[src/rtl/video_timing_pkg.sv]
`default_nettype none
// ============================================================================
// Module   : video_timing_pkg
// Purpose  : 1280x720@60 raster timing constants shared by the video stages.
// Revision : 1.0 - initial release
// ============================================================================
package video_timing_pkg;

  localparam int H_ACTIVE   = 1280;
  localparam int H_FP       = 110;
  localparam int H_SYNC     = 40;
  localparam int H_BP       = 220;
  localparam int H_TOTAL    = H_ACTIVE + H_FP + H_SYNC + H_BP;

  localparam int V_ACTIVE   = 720;
  localparam int V_FP       = 5;
  localparam int V_SYNC     = 5;
  localparam int V_BP       = 20;
  localparam int V_TOTAL    = V_ACTIVE + V_FP + V_SYNC + V_BP;

  // Sync windows are half-open: [START, END)
  localparam int H_SYNC_START = H_ACTIVE + H_FP;
  localparam int H_SYNC_END   = H_ACTIVE + H_FP + H_SYNC;
  localparam int V_SYNC_START = V_ACTIVE + V_FP;
  localparam int V_SYNC_END   = V_ACTIVE + V_FP + V_SYNC;

  localparam int FPS        = 60;
  localparam int SYNC_DELAY = 4;

  typedef struct packed {
    logic hs;
    logic vs;
    logic ad;
  } sync_flags_t;

endpackage
`default_nettype wire

[src/rtl/sync_delay_pipe.sv]
`default_nettype none
// ============================================================================
// Module   : sync_delay_pipe
// Purpose  : DEPTH x WIDTH shift register with synchronous active-low clear.
// Revision : 1.0 - initial release
// ============================================================================
module sync_delay_pipe #(
  parameter int DEPTH = 4,
  parameter int WIDTH = 3
) (
  input  logic             clk,
  input  logic             rst_n,
  input  logic [WIDTH-1:0] i_data,
  output logic [WIDTH-1:0] o_data
);

  logic [WIDTH-1:0] r_stage [DEPTH];

  always_ff @(posedge clk) begin
    if (!rst_n) begin
      for (int i = 0; i < DEPTH; i++) r_stage[i] <= '0;
    end else begin
      r_stage[0] <= i_data;
      for (int i = 1; i < DEPTH; i++) r_stage[i] <= r_stage[i-1];
    end
  end

  assign o_data = r_stage[DEPTH-1];

endmodule
`default_nettype wire

[src/rtl/video_sig_gen.sv]
`default_nettype none
// ============================================================================
// Module   : video_sig_gen
// Purpose  : Free-running raster timing generator with pipeline-aligned syncs.
// Revision : 1.0 - initial release
// ============================================================================
module video_sig_gen #(
  parameter int H_ACTIVE   = video_timing_pkg::H_ACTIVE,
  parameter int H_FP       = video_timing_pkg::H_FP,
  parameter int H_SYNC     = video_timing_pkg::H_SYNC,
  parameter int H_BP       = video_timing_pkg::H_BP,
  parameter int V_ACTIVE   = video_timing_pkg::V_ACTIVE,
  parameter int V_FP       = video_timing_pkg::V_FP,
  parameter int V_SYNC     = video_timing_pkg::V_SYNC,
  parameter int V_BP       = video_timing_pkg::V_BP,
  parameter int FPS        = video_timing_pkg::FPS,
  parameter int SYNC_DELAY = video_timing_pkg::SYNC_DELAY
) (
  input  logic        pixel_clk_in,
  input  logic        rst_in,
  output logic [10:0] hcount_out,
  output logic [9:0]  vcount_out,
  output logic        hs_out,
  output logic        vs_out,
  output logic        ad_out,
  output logic        nf_out,
  output logic [5:0]  fc_out,
  output logic        hs_dly_out,
  output logic        vs_dly_out,
  output logic        ad_dly_out
);

  import video_timing_pkg::*;

  localparam int C_H_TOTAL = H_ACTIVE + H_FP + H_SYNC + H_BP;
  localparam int C_V_TOTAL = V_ACTIVE + V_FP + V_SYNC + V_BP;

  localparam logic [11:0] C_H_LAST   = 12'(C_H_TOTAL - 1);
  localparam logic [11:0] C_V_LAST   = 12'(C_V_TOTAL - 1);
  localparam logic [11:0] C_H_ACT    = 12'(H_ACTIVE);
  localparam logic [11:0] C_V_ACT    = 12'(V_ACTIVE);
  localparam logic [11:0] C_HS_START = 12'(H_ACTIVE + H_FP);
  localparam logic [11:0] C_HS_END   = 12'(H_ACTIVE + H_FP + H_SYNC);
  localparam logic [11:0] C_VS_START = 12'(V_ACTIVE + V_FP);
  localparam logic [11:0] C_VS_END   = 12'(V_ACTIVE + V_FP + V_SYNC);
  localparam logic [5:0]  C_FC_LAST  = 6'(FPS - 1);

  if (C_H_TOTAL > 2048) begin : g_chk_h_total
    $fatal(1, "video_sig_gen: H_TOTAL exceeds 2048");
  end
  if (C_V_TOTAL > 1024) begin : g_chk_v_total
    $fatal(1, "video_sig_gen: V_TOTAL exceeds 1024");
  end
  if (FPS < 1 || FPS > 64) begin : g_chk_fps
    $fatal(1, "video_sig_gen: FPS must be 1..64");
  end
  if (SYNC_DELAY < 1 || SYNC_DELAY > 15) begin : g_chk_delay
    $fatal(1, "video_sig_gen: SYNC_DELAY must be 1..15");
  end

  logic [10:0] r_hcount, w_hcount_next;
  logic [9:0]  r_vcount, w_vcount_next;
  logic [11:0] w_h12, w_v12;
  logic        r_hs, r_vs, r_ad, r_nf;
  logic        w_hs_next, w_vs_next, w_ad_next, w_nf_next;
  logic [5:0]  r_fc, w_fc_next;

  // Flags are derived from the next counter values so they line up with them
  always_comb begin
    w_hcount_next = r_hcount + 11'd1;
    w_vcount_next = r_vcount;
    if ({1'b0, r_hcount} == C_H_LAST) begin
      w_hcount_next = '0;
      w_vcount_next = ({2'b00, r_vcount} == C_V_LAST) ? '0 : r_vcount + 10'd1;
    end
    w_h12     = {1'b0, w_hcount_next};
    w_v12     = {2'b00, w_vcount_next};
    w_ad_next = (w_h12 < C_H_ACT) && (w_v12 < C_V_ACT);
    w_hs_next = (w_h12 >= C_HS_START) && (w_h12 < C_HS_END);
    w_vs_next = (w_v12 >= C_VS_START) && (w_v12 < C_VS_END);
    w_nf_next = (w_h12 == C_H_ACT) && (w_v12 == C_V_ACT);
    w_fc_next = r_fc;
    if (w_nf_next) w_fc_next = (r_fc == C_FC_LAST) ? '0 : r_fc + 6'd1;
  end

  always_ff @(posedge pixel_clk_in) begin
    if (!rst_in) begin
      r_hcount <= '0;
      r_vcount <= '0;
      r_hs     <= 1'b0;
      r_vs     <= 1'b0;
      r_ad     <= 1'b0;
      r_nf     <= 1'b0;
      r_fc     <= '0;
    end else begin
      r_hcount <= w_hcount_next;
      r_vcount <= w_vcount_next;
      r_hs     <= w_hs_next;
      r_vs     <= w_vs_next;
      r_ad     <= w_ad_next;
      r_nf     <= w_nf_next;
      r_fc     <= w_fc_next;
    end
  end

  sync_flags_t w_flags, w_flags_dly;
  assign w_flags = '{hs: r_hs, vs: r_vs, ad: r_ad};

  sync_delay_pipe #(
    .DEPTH (SYNC_DELAY),
    .WIDTH ($bits(sync_flags_t))
  ) u_sync_delay_pipe (
    .clk    (pixel_clk_in),
    .rst_n  (rst_in),
    .i_data (w_flags),
    .o_data (w_flags_dly)
  );

  assign hcount_out = r_hcount;
  assign vcount_out = r_vcount;
  assign hs_out     = r_hs;
  assign vs_out     = r_vs;
  assign ad_out     = r_ad;
  assign nf_out     = r_nf;
  assign fc_out     = r_fc;
  assign hs_dly_out = w_flags_dly.hs;
  assign vs_dly_out = w_flags_dly.vs;
  assign ad_dly_out = w_flags_dly.ad;

endmodule
`default_nettype wire

[config.mk]
export PLATFORM = sky130hd
export DESIGN_NAME = video_sig_gen
export DESIGN_NICKNAME = d
export VERILOG_FILES = /design/src/rtl/video_timing_pkg.sv /design/src/rtl/sync_delay_pipe.sv /design/src/rtl/video_sig_gen.sv
export SDC_FILE = /design/constraint.sdc
export NUM_CORES = 1
export LEC_CHECK = 0
export BUFFER_PORTS_ARGS = -buffer_cell sky130_fd_sc_hd__clkbuf_2
export CORE_MARGIN = 5
export CORE_UTILIZATION = 35
export DETAILED_ROUTE_END_ITERATION = 8
export PLACE_DENSITY = 0.57
export SYNTH_ARGS = -nofsm -noshare
export SYNTH_HDL_FRONTEND = slang
export SYNTH_SLANG_ARGS = --single-unit
[constraint.sdc]
create_clock -name pixel_clk_in -period 3.3 [get_ports pixel_clk_in]
set_input_delay 0.165 -clock pixel_clk_in [delete_from_list [all_inputs] [get_ports pixel_clk_in]]
set_output_delay 0.165 -clock pixel_clk_in [all_outputs]
set_load 0.03 [all_outputs]
Yosys cells after proc, flatten, opt, wreduce, memory -nomap -nowiden --
Memories as Yosys holds them, arrays and structs flattened. Cells that the tools add are included. Widths: inputs -> output; s select.
Storage, ports and cells: output and inout port bits 34, bits in writable memories 12, word-level logic and storage cells 40, input port bits 2, bits in registers 31, memories 1
Cells by class: reduce and logical (&&, ||, !) cells 4, $lt $le $gt $ge 6, bitwise gates (word level) 4, mux-type cells 10, $add $sub $neg 3, eq/ne operators 5
Memories:
- u_sync_delay_pipe.r_stage | words 4, width 3, read ports 4, clocked after Yosys merged registers in 0, write ports 4, RTL line sync_delay_pipe.sv:17 | logic [WIDTH-1:0] r_stage [DEPTH];
Operators with widths (number):
- $eq 11x11->1 const B | 2
- $lt 11x11->1 const B | 2
- $eq 10x10->1 const B | 2
- $lt 10x10->1 const B | 2
- $mux 10 | 2
- $mux 3 | 4
- $add 11x1->11 const B | 1
- $ge 11x11->1 const B | 1
- $mux 11 | 1
- $add 10x1->10 const B | 1
- $ge 10x10->1 const B | 1
- $add 6x1->6 const B | 1
- $eq 6x6->1 const B | 1
- $mux 6 | 1
- $logic_and 1x1->1 | 4
- $or 1x1->1 | 4
- $mux 1 | 2

Depth between registers and ports, before layout --
depth after elaboration 5, gate-level depth with buffers 10, depth with buffers taken out 9

By module --
Synthesis repeated with hierarchy kept, for this count alone.
Unflattened totals: cell total of the unflattened synthesis 298, area, all modules 2417.3 um^2
By module, submodules not included:
- video_sig_gen | instances 1, area an instance 2080.7 um^2, cells an instance 273, seq. area each 620.6 um^2
- sync_delay_pipe | instances 1, area an instance 336.6 um^2, cells an instance 25, seq. area each 240.2 um^2

Worst setup path before layout --
No wires, ideal clock.
path kind register -> register, start register r_hcount[2] (netlist: hcount_out[2]), end register r_fc[4] (netlist: fc_out[4]), arrival time 2.986 ns, setup time 0.122 ns, setup slack 0.192 ns, data required time 3.178 ns, period minus slack after synthesis 3.108 ns, path buffers 2, stages on the path, launching flop included 10, cells stage by stage dfxtp_1 > buf_6 > or3_1 > buf_2 > or3_4 > or4_4 > a2111o_1 > nor4_4 > o2111a_1 > o22ai_1
On the way: longest elaborated chain between the ends 4, elaborated cells between the ends (all ways) 7, classes of those cells 1 x add/sub; 3 x eq/ne; 2 x mux; 1 x reduce/logical
RTL lines:
- from (decl) | RTL line video_sig_gen.sv:61 | logic [10:0] r_hcount, w_hcount_next;
- from (signal assigned) | RTL line video_sig_gen.sv:96 | r_hcount <= w_hcount_next;
- $add 11x1->11 or $eq 11x11->1 (tied branches) | RTL line video_sig_gen.sv:70, video_sig_gen.sv:72
- $mux 11 or $mux 10 (tied branches) | RTL line video_sig_gen.sv:72 | if ({1'b0, r_hcount} == C_H_LAST) begin
- $eq 11x11->1 or $eq 10x10->1 (tied branches) | RTL line video_sig_gen.sv:81 | w_nf_next = (w_h12 == C_H_ACT) && (w_v12 == C_V_ACT);
- $logic_and 1x1->1 * | RTL line video_sig_gen.sv:81
- to (signal assigned) | RTL line video_sig_gen.sv:102 | r_fc <= w_fc_next;
- to (decl) | RTL line video_sig_gen.sv:66 | logic [5:0] r_fc, w_fc_next;
Every way passes the cells marked *; elsewhere a longest branch is shown, timed or not. A chain may end at the register's enable or synchronous reset.

Worst setup path after layout --
start register r_hcount[4] (netlist: hcount_out[4]), end register r_fc[3] (netlist: fc_out[3])
The elaborated chain is that of the path after synthesis.

==> flow_summary.ini <==
[synthesis]
netlist_area_um2 = 2290
ys_ff_latch = 43
yosys.area.top_type = dfxtp_1
async_flop_share_pct = 0
yosysSeqAreaShare_pct = 37.6
ys_types = 54
synth_top_area_share_pct = 37.6
synth-main-ff-cell = dfxtp_1
synthesis.instances = 276
yosys_warnings = 0
postSynthAreaPerCell_um2 = 8.29
synth_nets = 283
synth_area_leaders = dfxtp_1 38%, nand2_1 5.6%, nor2_1 4.8%
synth_edf_count = 0

[critical_path]
crit_path_end = fc_out[3]
cp_data_arrival_time_ps = 3320
crit_start = hcount_out[4]
path_depth = 7
path_buf_inv = 0
timing.rr.start = hcount_out[4]
crit_slowest_cell = dfxtp_1
rr_worst_depth = 7
critPathCaptureType = flop
path_class = reg -> reg
cp-start-kind = flop
cp_max_fo = 10
critical_path.cell_chain = nand3_1 > or3_4 > or4_4 > a2111o_1 > nor4_4 > a21oi_1 > a211oi_1
cp.required_ps = 3510
slowest_delay_ps = 580
regToRegSetupSlack_ps = 190
critPathTopFamily = simple AND/OR/NAND/NOR gates
r2r-end = fc_out[3]

[cts]
cts_root_buf = clkbuf_8
cts_inserted_buffers = 5
h-tree-depth = 2
hold_buffers = 0
clk_pin_slew_worst_paths_ps = 90
cts.sinks = 43
cts-resized-gates = 0
cts_buffer_depth = 2
post_cts_buffers = 0
cts_tree = built
insertion_delay_ps = 300

[cells_and_area]
ff_latch_area_um2 = 861
fillerInstances = 649
layout-drive-gt1-share_pct = 18.6
nNetsFinal = 317
final_common_cell = dfxtp_1
final_area_um2 = 2640
n_antenna_cell = 0
area_growth_pct = 15.4
multiInputGateArea_um2 = 1340
mostFrequentLayoutCells = 43 x dfxtp_1, 35 x clkbuf_2, 34 x nand2_1, 29 x nor2_1, 17 x and2_1

[global_route]
first_global_vias = 1959
grt_max_degree = 27
antenna_found_initial = 0
grt_pass1_wl_um = 9650
grt_usage_pct = 14.2
grt_overflow = 0

[place]
dp_hpwl_um = 4200
gp_congestion = 0.890
placed_cell_area_um2 = 2550
io_buffers = 35

[power_and_ir_drop]
power.total_mw = 0.938
peakVddDrop_uv = 218
p_per_area_nw_per_um2 = 355
p_leak_nw = 1.02

[timing]
rsz0062_at_grt = no
drv_slew = 0
setup-tns-final_ps = 0
post-route-period-util_pct = 94.3
hold_viol_final = 0
timing.final.crit_period_ps = 3110
fmax_mhz = 321
worst_slew_margin_rel_pct = 63.0
finalSetupViolCount = 0
worstMarginPinSlew_ps = 550
clock_skew_ps = 4.57

[worst_hold_path]
hold_path_class = in -> reg
worst_hold_path.num_cells = 3

[floorplan]
ios = 36
start_util_pct = 36.0
dieArea_um2 = 8260
die_y_um = 90.9
fp-row-count = 29
core-area_um2 = 6350
die_x_um = 90.9

[route]
wire_per_inst_um = 14.8
drt-initial-drc-count = 182
wl_um = 5750
drtAntennaViolNets = 0
drc_errors = 0
viasPerCell = 5.33
firstDrtPassIters = 4
vias = 2068

[status]
status = completed

[run]
cap_violations = 0
## synthesized netlist by cell type, types with 6 or more instances
cell type / count
dfxtp_1: 43
nand2_1: 34
nor2_1: 29
and2_1: 17
clkbuf_1: 13
nand3_1: 11
a21oi_1: 8
xnor2_1: 8
and3_1: 7
nor3_1: 7
xor2_1: 6
## power breakdown
part           switching (mW)  total, mW  internal, mW
logic                  0.0393     0.0556        0.0163
registers             0.00657      0.532         0.525
clock network           0.200      0.351         0.151
total                   0.246      0.938         0.693
## cells by family (layout without fill, tap and decap cells)
group                      after synthesis  count (layout)  synth area share (%)
xor gates and xnor gates                14              14                  5.36
AOI/OAI and AO/OA                       47              47                  15.0
and+or+nand+nor                        142             142                  33.5
muxes                                    4               4                  1.75
DFF                                     43              43                  37.6
adders and majority gates                6               6                  3.17
buffers and inverters                   20              55                  3.66
## tightest hold or removal path, cell delays in order
cell,delay [ps]
clkbuf_2,270
nand2_1,140
o22ai_1,60
## stage by stage
stage	std cells	setup WS [ps]	hold WS, ps	util, %
floorplan	276	192	412	-
CTS	388	200	405	41.6
finish	388	188	393	41.6
global route	388	66.8	440	41.6
detailed placement	380	236	418	40.1
global placement	380	302	413	40.1
## layout make-up
cell class,instances,share of cell area (%)
timing repair buffer,42,8.62
multi-input combinational,213,50.9
clock inverter,3,0.947
tap,77,3.65
sequential,43,32.6
inverter,5,0.711
clock buffer,5,2.61
## worst min path at each step
stage | from | endpoint | slack (ps)
floorplan | u_sync_delay_pipe.r_stage[0][0] | u_sync_delay_pipe.r_stage[1][0] | 410
global placement | u_sync_delay_pipe.r_stage[0][2] | u_sync_delay_pipe.r_stage[1][2] | 410
detailed placement | u_sync_delay_pipe.r_stage[0][0] | u_sync_delay_pipe.r_stage[1][0] | 420
CTS | rst_in | fc_out[5] | 400
global route | rst_in | fc_out[5] | 440
finish | rst_in | fc_out[4] | 390
## layer usage
metal  GRT usage (%)  vias to the layer above  share of wire (%)  wire length [µm]
li1                -                     1055                  -                 -
met1            19.9                      956                 48              2760
met2            21.7                       48                 46              2650
met3            3.17                        9                4.6               263
met4            4.65                        0                1.4                78
met5               0                        -                  0                 0
## registers in the layout, indices dropped and copies added (netlist names)
| name | flops |
|---|---|
| ad_out | 1 |
| fc_out | 6 |
| hcount_out | 11 |
| hs_out | 1 |
| nf_out | 1 |
| u_sync_delay_pipe.r_stage | 12 |
| vcount_out | 10 |
| vs_out | 1 |
Power figures use the tool's default switching activity.
